### config.mk
export PLATFORM = sky130hd
export DESIGN_NAME = seven_seg_scanner
export DESIGN_NICKNAME = d
export VERILOG_FILES = /design/src/rtl/seven_seg_scanner.sv
export SDC_FILE = /design/constraint.sdc
export NUM_CORES = 1
export LEC_CHECK = 0
export CAP_MARGIN = 20
export CORE_UTILIZATION = 47
export CTS_CLUSTER_SIZE = 30
export DETAILED_ROUTE_END_ITERATION = 8
export PLACE_DENSITY_LB_ADDON = 0.3
export SLEW_MARGIN = 10
export SYNTH_ARGS = -nofsm -noshare
export SYNTH_HDL_FRONTEND = slang
export SYNTH_SLANG_ARGS = --single-unit
### constraint.sdc
create_clock -name clk -period 6.2 [get_ports clk]
set_clock_uncertainty 0.15 [all_clocks]
set_input_delay 1.24 -clock clk [delete_from_list [all_inputs] [get_ports clk]]
set_output_delay 1.24 -clock clk [all_outputs]
set_load 0.05 [all_outputs]
### src/rtl/seven_seg_scanner.sv
// rtl/seven_seg_scanner.sv - 4-digit common-anode seven-segment scanner with frame latch and leading-zero blanking
//
// Purpose: time-multiplexes a 16-bit display word across four digits. Each
// digit stays lit for REFRESH_COUNT cycles. The display content is latched once
// per frame so that a frame never shows a mix of old and new digits.
//
// Ports:
//   clk        system clock
//   reset      synchronous, active-high
//   digits_in  [15:0] display word, [3:0] = digit 0 (rightmost)
//   dp_in      [3:0]  decimal point request per digit, 1 = lit
//   blank_lz   1 = blank leading zeros
//   an         [3:0]  anode enables, active-low, an[k] drives digit k
//   seg        [6:0]  segments {g,f,e,d,c,b,a}, active-low
//   dp         decimal point, active-low
module seven_seg_scanner #(
  parameter int unsigned REFRESH_COUNT = 100000
) (
  input  logic        clk,
  input  logic        reset,
  input  logic [15:0] digits_in,
  input  logic [3:0]  dp_in,
  input  logic        blank_lz,
  output logic [3:0]  an,
  output logic [6:0]  seg,
  output logic        dp
);

  localparam int unsigned CW = (REFRESH_COUNT > 2) ? $clog2(REFRESH_COUNT) : 1;
  localparam logic [CW-1:0] COUNT_LAST = CW'(REFRESH_COUNT - 1);

  logic [CW-1:0] count_q, count_d;
  logic [1:0]    idx_q, idx_d;
  logic [15:0]   sh_digits_q, sh_digits_d;
  logic [3:0]    sh_dp_q, sh_dp_d;
  logic          sh_blank_q, sh_blank_d;
  logic [3:0]    an_q, an_d;
  logic [6:0]    seg_q, seg_d;
  logic          dp_q, dp_d;

  logic          tick;
  logic [3:0]    nibble;
  logic          blank_slot;

  function automatic logic [6:0] decode(input logic [3:0] n);
    logic [6:0] s;
    s = 7'h7F;
    case (n)
      4'h0: s = 7'b1000000;
      4'h1: s = 7'b1111001;
      4'h2: s = 7'b0100100;
      4'h3: s = 7'b0110000;
      4'h4: s = 7'b0011001;
      4'h5: s = 7'b0010010;
      4'h6: s = 7'b0000010;
      4'h7: s = 7'b1111000;
      4'h8: s = 7'b0000000;
      4'h9: s = 7'b0010000;
      4'hA: s = 7'b0001000;
      4'hB: s = 7'b0000011;
      4'hC: s = 7'b1000110;
      4'hD: s = 7'b0100001;
      4'hE: s = 7'b0000110;
      4'hF: s = 7'b0001110;
      default: s = 7'h7F;
    endcase
    return s;
  endfunction

  always_comb begin
    count_d     = count_q;
    idx_d       = idx_q;
    sh_digits_d = sh_digits_q;
    sh_dp_d     = sh_dp_q;
    sh_blank_d  = sh_blank_q;
    an_d        = 4'b1111;
    seg_d       = 7'h7F;
    dp_d        = 1'b1;
    blank_slot  = 1'b0;

    tick = (count_q == COUNT_LAST);

    if (tick) begin
      count_d = '0;
      idx_d   = idx_q + 2'd1;
      // Frame boundary: the only edge where new content is accepted.
      if (idx_q == 2'd3) begin
        sh_digits_d = digits_in;
        sh_dp_d     = dp_in;
        sh_blank_d  = blank_lz;
      end
    end else begin
      count_d = count_q + CW'(1);
    end

    nibble = sh_digits_q[{idx_q, 2'b00} +: 4];

    // A digit is a leading zero when it and every digit to its left are zero.
    case (idx_q)
      2'd3:    blank_slot = sh_blank_q && (sh_digits_q[15:12] == 4'h0);
      2'd2:    blank_slot = sh_blank_q && (sh_digits_q[15:8] == 8'h00);
      2'd1:    blank_slot = sh_blank_q && (sh_digits_q[15:4] == 12'h000);
      default: blank_slot = 1'b0;
    endcase

    if (!blank_slot) begin
      an_d  = ~(4'b0001 << idx_q);
      seg_d = decode(nibble);
      dp_d  = ~sh_dp_q[idx_q];
    end
  end

  always_ff @(posedge clk) begin
    if (reset) begin
      count_q     <= '0;
      idx_q       <= 2'd0;
      sh_digits_q <= 16'h0000;
      sh_dp_q     <= 4'h0;
      sh_blank_q  <= 1'b0;
      an_q        <= 4'b1111;
      seg_q       <= 7'h7F;
      dp_q        <= 1'b1;
    end else begin
      count_q     <= count_d;
      idx_q       <= idx_d;
      sh_digits_q <= sh_digits_d;
      sh_dp_q     <= sh_dp_d;
      sh_blank_q  <= sh_blank_d;
      an_q        <= an_d;
      seg_q       <= seg_d;
      dp_q        <= dp_d;
    end
  end

  assign an  = an_q;
  assign seg = seg_q;
  assign dp  = dp_q;

endmodule

Word level (Yosys, flattened, before mapping)
Memory sizes are Yosys's and may differ from the RTL's. A register that Yosys moved wholly into a read port is not among the register bits.
Cells that the tools add are included.
Cells by class
  reduce and logical (&&, ||, !) cells: 9
  $add $sub $neg: 2
  equal/unequal tests: 4
  mux-type cells: 3
  bitwise logic cells: 2
  shift operators: 2
  magnitude comparators: 1
Operators by type and width (number)
  17-bit by 1-bit adder with 17-bit output, second input constant: 1
  17-bit equality test, second input constant: 1
  16-bit by 5-bit indexed part select with 4-bit output: 1
  12-bit logical NOT: 1
  8-bit logical NOT: 1
  2-bit equality test, second input constant: 2
  4-bit logical NOT: 1
  4-bit inverter: 1
  2-bit OR reduction: 2
  1-bit by 2-bit << shifter with 4-bit output, first input constant: 1
  1-bit logical AND: 3
  2-bit by 3-bit less-than comparator with 1-bit output, second input constant: 1
  1-bit one-hot mux with 3 select lines: 1
  2-bit by 1-bit adder with 2-bit output, second input constant: 1
  1-bit binary-select mux with 2-bit select: 1
  2-bit by 1-bit equality test with 1-bit output, second input constant: 1
  2-bit AND reduction: 1
  1-bit two-way mux: 1
  1-bit inverter: 1
Storage, ports and cells
  bits of input ports: 23
  register bits: 45
  memory bits (read-only): 112
  memories: 1
  logic and storage cells: 31
Memory list
  (no name shown): words 16, width 7, read ports 1, clocked after Yosys merged registers in 1, write ports 0, RTL line 48  | case (n)

Longest topological paths before layout
Gate-level depths: netlist of the first run.
  depth in word-level cells: 4
  depth in mapped cells: 8
  mapped depth without buffers: 7

Worst setup path after synthesis of the first run
OpenSTA, ideal clock, no wires.
  kind: input to register
  start point: in reset
  end point: reg seg_q[2] (netlist: seg[2])
  setup time: 0.151 ns
  arrival: 2.015 ns
  required time: 5.899 ns
  setup slack: 3.884 ns
  stages: 4
  cell sequence: clkbuf_1 -> a31oi_1 -> clkbuf_1 -> o311ai_0
Between the ends
  cells in the longest elaborated chain, start to end: 1
RTL lines
  from (decl): RTL line 20  | input logic reset,
  2-bit OR reduction (no source line)
  to (decl): RTL line 38  | logic [6:0] seg_q, seg_d;
Every way passes these cells.
A chain may end at the register's enable or synchronous reset.

Final worst setup path of the first run
  start point: in reset
  end point: reg seg_q[4] (netlist: seg[4])
The elaborated chain is that of the path after synthesis.

==> impl_results.md, run 1 <==
- Cts hold-fix bufs: 0
- Total gr overflow: 0
- Worst Setup Path Type: input pin to flip-flop
- Maxcap violations: 0
- Leakage: between 1 and 1.5 nW
- Total setup buffers inserted after CTS: 0
- Distinct cells, synth: 39
- Bufs and invs on worst path: 2
- RSZ-0062 raised after global routing: no
- Final period utilization: a little under half
- Pwr dens: about 210 mW/mm^2
- RePlAce Congestion: a little under 0.8
- DP Wirelength: between 3 and 4 mm
- Startpoint Class: input pin
- # nets final: around 330
- Slowest CP cell: a31oi_1
- Syn nets: just over 300
- Post-synthesis mux area share: approximately 8.2%
- Die Ht: between 70 and 80 um
- Register area: around 0.0010 mm^2
- Largest net degree at the start of global routing: 29
- Primary FF master, synth: dfxtp_1
- Avg WL per Cell: around 12 um
- Overall die area: roughly 0.0054 mm^2
- I/O pin count: 35
- Hold path cells: 2
- # rows: 25
- Avg Inst Size Synth: 8.86 um^2
- First-pass GRT wire length: 7.69 mm
- Largest family of logic cells by synthesized area: simple AND/OR/NAND/NOR gates
- Final Max Slew Viols: 0
- Via-to-Cell Ratio: 5.11
- TritonCTS clock tree: built
- XOR/XNOR Fraction of Synth Area: 6.59%
- Number of global-route vias before repair: between 1500 and 2000
- Via Count: roughly 1900
- Share of cells above drive strength 1: around 7.6%
- Total Routing Usage GR: between 10% and 20%
- Worst R2R Start: idx_q[0]
- TritonCTS Buffers: 5
- Total wire length: between 4 and 5 mm
- Min-Delay Path Class: flip-flop to flip-flop
- Worst slack at placement: about 3000 ps
- # setup viols final: 0
- IO buf count: 34
- DRC: 0
- Area occupied by multi-input gates: roughly 0.0013 mm^2
- Complex-gate fraction of the synthesized area: roughly 9.7%
- Area delta synth->final: 20.3%
- Final hold vios: 0
- Post-synth top area share: 43.5%
- Worst-Margin Slew: around 900 ps
- Max VDD drop: 0.160 mV
- Worst path max stage delay: approximately 700 ps
- Antenna violations before repair: 0
- FF-to-FF path depth: 6
- # resized after CTS: 0
- Clock root buffer: clkbuf_8
- Initial DRC count: approximately 110
- Longest Clk Path Bufs: 2
- Die Width: between 70 and 80 um
- Sequential area share after synthesis: 43.5%
- YS warnings: 0
- First drt pass iteration count: 4
- Starting density of the core: between 40% and 50%
- Family with the most delay on the worst path: compound AO/OA/AOI/OAI gates
- Clk Latency, worst-skew pair: 300 ps
- Top cells by area, synth: dfxtp_1 (44%), nand2_1 (9.7%), ha_1 (5.8%)
- Crit-path cells: clkdlybuf4s50_1 > buf_4 > a31oi_1 > o311ai_0
- Syn Inst Count: between 200 and 300
- Simple-gate share of the synthesized area: between 20% and 30%
- Antenna diode instance count: 0
- Synth Area in Adders: between 5 and 6%
- EDFF count, synth: 0
- Mapped Area: around 0.0024 mm^2
- Critical R2R Capture: seg[4]
- Status: completed
- Clock transition at path regs: about 90 ps
- FILL cells: around 480
- Setup crit end kind: flip-flop
- Yosys reg bits: between 50 and 60
- Post-synth ARST share: 0%
- DRT antenna net count: 0
- FMAX: roughly 0.35 GHz
- Hold path startpoint: sh_blank_q
- Setup TNS: 0 ps
- Setup ws final: between 3000 and 4000 ps
- H-tree depth: 2
- Reg2reg setup slack: 3500 ps
- Tmin final: roughly 2900 ps
- Yosys top cell by area: dfxtp_1
- Core Area: slightly below 0.005 mm^2
- CP arrival: 2840 ps
- CP Max Fanout: 28
- Relative slew slack: 39.7%
- Hold EP: sh_blank_q
- WP data required: 6180 ps
- Sink Count: 52
- Critical path depth: 4
[per-layer routing]
layer	vias to the layer above	global-route usage (%)	part of all wire, %
met4	0	8.33	2.2
met3	10	3.70	3.6
met1	859	23.1	49
met2	38	31.5	46
li1	973	-	-
met5	-	0	0
[cells in the mapped netlist, drive strengths merged, types with 3 or more instances]
cell	count
nor2	26
xnor2	6
xor2	12
buf	5
o21ai	4
clkbuf	7
inv	7
nand3	9
nor3	3
nand2	62
mux4	4
ha	11
nand4	5
dfxtp	52
a21oi	26
mux2i	8
[layout by cell type (no fill, tap or decap), types with 2 or more instances in the layout]
cell	n
a21oi_1	23
mux4_2	4
nor3_1	3
xnor2_1	6
clkdlybuf4s50_1	34
nand2_1	62
mux2_2	2
o211ai_1	2
clkbuf_8	6
nor2_1	26
nand4_1	5
xor2_1	12
o311ai_0	2
o21ai_0	4
mux2i_1	7
nand3_1	9
a21oi_2	3
ha_1	11
inv_1	7
o221ai_1	2
dfxtp_1	52
[stage by stage]
step                      total power, mW  utilization [%]  cell area (um^2)  cells  hold WS (ps)
after floorplan                     0.366                -              2390    270           277
after global placement              0.385             57.2              2760    360           289
after detailed placement            0.385             57.2              2760    360           299
after CTS                           0.624             59.8              2880    368           312
after global routing                0.640             59.8              2880    368           337
final                               0.618             59.8              2880    368           310
[final cells by class]
cell class / count / share of cell area (%)
clock buffers: 6 / 2.87
flip-flops and latches: 52 / 36.2
clock inverters: 2 / 1.35
repair buffers: 35 / 12.1
well taps: 67 / 2.91
multi-input cells: 199 / 43.7
inverters: 7 / 0.913
[how the worst max path moves through the flow]
stage	startpoint	endpoint	slack [ps]
2_1_floorplan	reset	seg[2]	3880
6_report	reset	seg[4]	3330
3_5_place_dp	reset	seg[2]	3000
5_1_grt	reset	seg[4]	3100
3_3_place_gp	reset	seg[2]	3070
4_1_cts	reset	seg[2]	3320
[power breakdown]
group / switching [mW] / leakage [nW] / total (mW) / internal (mW)
clock: 0.108 / 0.0614 / 0.240 / 0.132
sequential: 0.00214 / 0.422 / 0.340 / 0.338
combinational: 0.0183 / 0.535 / 0.0375 / 0.0192
total: 0.129 / 1.02 / 0.618 / 0.489
[state kept, by name, indices dropped and copies added (netlist names)]
| name | count |
|---|---|
| count_q | 17 |
| sh_digits_q | 16 |
| seg | 7 |
| an | 4 |
| sh_dp_q | 4 |
| idx_q | 2 |
| dp | 1 |
| sh_blank_q | 1 |
[cells by family (layout without fill, tap and decap cells)]
group | count (synthesis) | count (layout)
fa+ha+maj | 11 | 11
xor+xnor | 18 | 18
compound gates | 39 | 39
simple gates | 117 | 117
mux | 14 | 14
buf+inv | 19 | 50
flops | 52 | 52
[worst reg2reg max path, cell delays in order (launching register included)]
cell,delay [ps]
dfxtp_1,780
inv_1,140
ha_1,270
a21oi_1,130
o21ai_0,100
a31oi_1,690
o311ai_0,270
(Power assumes the default switching activity.)
==> run 2, diff against run 1 <==
- clock period: 6.2 -> 2.6 ns (I/O delays scaled with it)
==> run 2 against run 1 <==
  * Core utilization is 0.18 points lower
  * Highest routed layer unchanged
  * First-iteration DRC count increased by 24%
  * Wire length is 4.0% higher
  * Critical path depth is 3 higher
  * Critical path type is now flip-flop to flip-flop
  * Hold slack worse by 1.5 ps
  * Clock-buffer cell count grew 2
  * Die area is the same
  * Via count is 1.2% higher
  * Sequential power rose by 140%
  * Cell count increased by 0.82%
==> impl_results.md, run 2 (synthesized netlist as in run 1, its figures left out) <==
- Largest net degree at the start of global routing: 23
- Total wire length: 4.71 mm
- Final period utilization: between 80% and 90%
- Clock transition at path regs: 80 ps
- Core Area: a little under 0.005 mm^2
- Number of global-route vias before repair: 1789
- Clk Latency, worst-skew pair: ~300 ps
- Avg WL per Cell: about 13 um
- Starting density of the core: between 40 and 50%
- Total Routing Usage GR: 19.3%
- Initial DRC count: 130
- CP Max Fanout: 8
- DRC: 0
- # resized after CTS: 0
- Die Width: between 70 and 80 um
- Biggest register: count_q
- RePlAce Congestion: roughly 0.80
- First drt pass iteration count: 4
- Maxcap violations: 0
- Min-Delay Path Class: flip-flop to flip-flop
- Critical R2R Capture: seg[0]
- H-tree depth: 2
- DRT antenna net count: 0
- First-pass GRT wire length: ~7.9 mm
- CP arrival: ~2400 ps
- Leakage: around 1 nW
- Placed instance area: approximately 0.0028 mm^2
- # nets final: 337
- Tmin final: about 2300 ps
- Area delta synth->final: 20.0%
- # rows: 25
- Hold path cells: 2
- Cts hold-fix bufs: 0
- Die Ht: about 73 um
- I/O pin count: 35
- FF-to-FF path depth: 7
- TritonCTS clock tree: built
- Commonest non-fill, non-tap cell in the layout: nand2_1
- Largest register FFs: 17
- Setup crit end kind: flip-flop
- Final instance area: between 0.002 and 0.003 mm^2
- Worst Setup Path Type: flip-flop to flip-flop
- Antenna diode instance count: 0
- Final Non-Filler Cells: 371
- Total setup buffers inserted after CTS: 0
- Sink Count: 52
- Final hold vios: 0
- Total gr overflow: 0
- RSZ-0062 raised after global routing: no
- Via Count: 1902
- FMAX: between 0.4 and 0.5 GHz
- Pwr dens: around 470 mW/mm^2
- Startpoint Class: flip-flop
- Most frequent cells in the layout: nand2_1 (62), dfxtp_1 (52), clkdlybuf4s50_1 (34)
- Placed Cells incl. Taps: between 300 and 400
- Reg2reg setup slack: around 310 ps
- Antenna violations before repair: 0
- # setup viols final: 0
- Hold path startpoint: sh_dp_q[0]
- Status: completed
- Final Max Slew Viols: 0
- Clock root buffer: clkbuf_8
- IO buf count: 34
- Worst R2R Start: idx_q[0]
- Setup TNS: 0 ps
- WP data required: roughly 2700 ps
- Via-to-Cell Ratio: between 5 and 6
- Max VDD drop: 0.367 mV
- TritonCTS Buffers: 5
- Hold EP: sh_dp_q[0]
- Core Util, Final: 59.6%
- Share of cells above drive strength 1: around 8%
- Relative slew slack: a little over three fifths
- DP Wirelength: approximately 3.5 mm
- Longest Clk Path Bufs: 2
- Overall die area: 0.00538 mm^2
- Worst-Margin Slew: about 550 ps
==> run 2: changes by cell type in the layout (fill, tap and decap cells not counted) <==
cell       before  now
clkinv_4        1    0
buf_4           1    4
bufinv_16       1    0
clkbuf_1        0    2
==> run 2: how the worst max path moves through the flow <==
stage          startpoint     end  cells past startpoint
6_report         idx_q[0]  seg[0]                      7
5_1_grt          idx_q[0]  seg[3]                      6
4_1_cts          idx_q[0]  seg[0]                      6
3_5_place_dp     idx_q[0]  seg[0]                      6
3_3_place_gp     idx_q[0]  seg[0]                      6
2_1_floorplan    idx_q[0]  seg[0]                      7
==> run 2: worst max-delay path, cell delays in order (launching register included) <==
cell,delay (ps)
dfxtp_1,540
mux4_2,620
inv_1,170
ha_1,220
nor2_1,60
a211oi_1,250
a21oi_1,60
o21ai_0,150
==> run 2: power breakdown <==
group,switching [mW],internal (mW),leakage [nW]
registers,0.00503,0.805,0.422
logic,0.0450,0.0467,0.550
clock network,0.242,0.217,0.0455
==> run 2: final cells by class <==
| type | count | area (um^2) |
|---|---|---|
| inverters | 7 | 26.3 |
| clock buffers | 8 | 90.1 |
| flip-flops and latches | 52 | 1040 |
| multi-input cells | 199 | 1260 |
| fillers | 450 | 1950 |
| well taps | 67 | 83.8 |
| repair buffers | 38 | 370 |
==> run 2: layer usage <==
layer	wire length (um)	vias to the layer above	global-route usage [%]	share of wire, %
met5	0	-	0	0
met4	91	0	8.97	1.9
met3	154	11	3.98	3.3
met2	2290	46	31.9	49
met1	2170	869	24.1	46
li1	-	976	-	-
==> run 2: metrics by stage <==
stage	hold WS, ps	total power, mW	setup WS [ps]
after floorplan	277	0.872	350
after global placement	290	0.920	444
after detailed placement	296	0.921	354
after CTS	309	1.38	337
after global routing	330	1.42	203
final	308	1.36	314
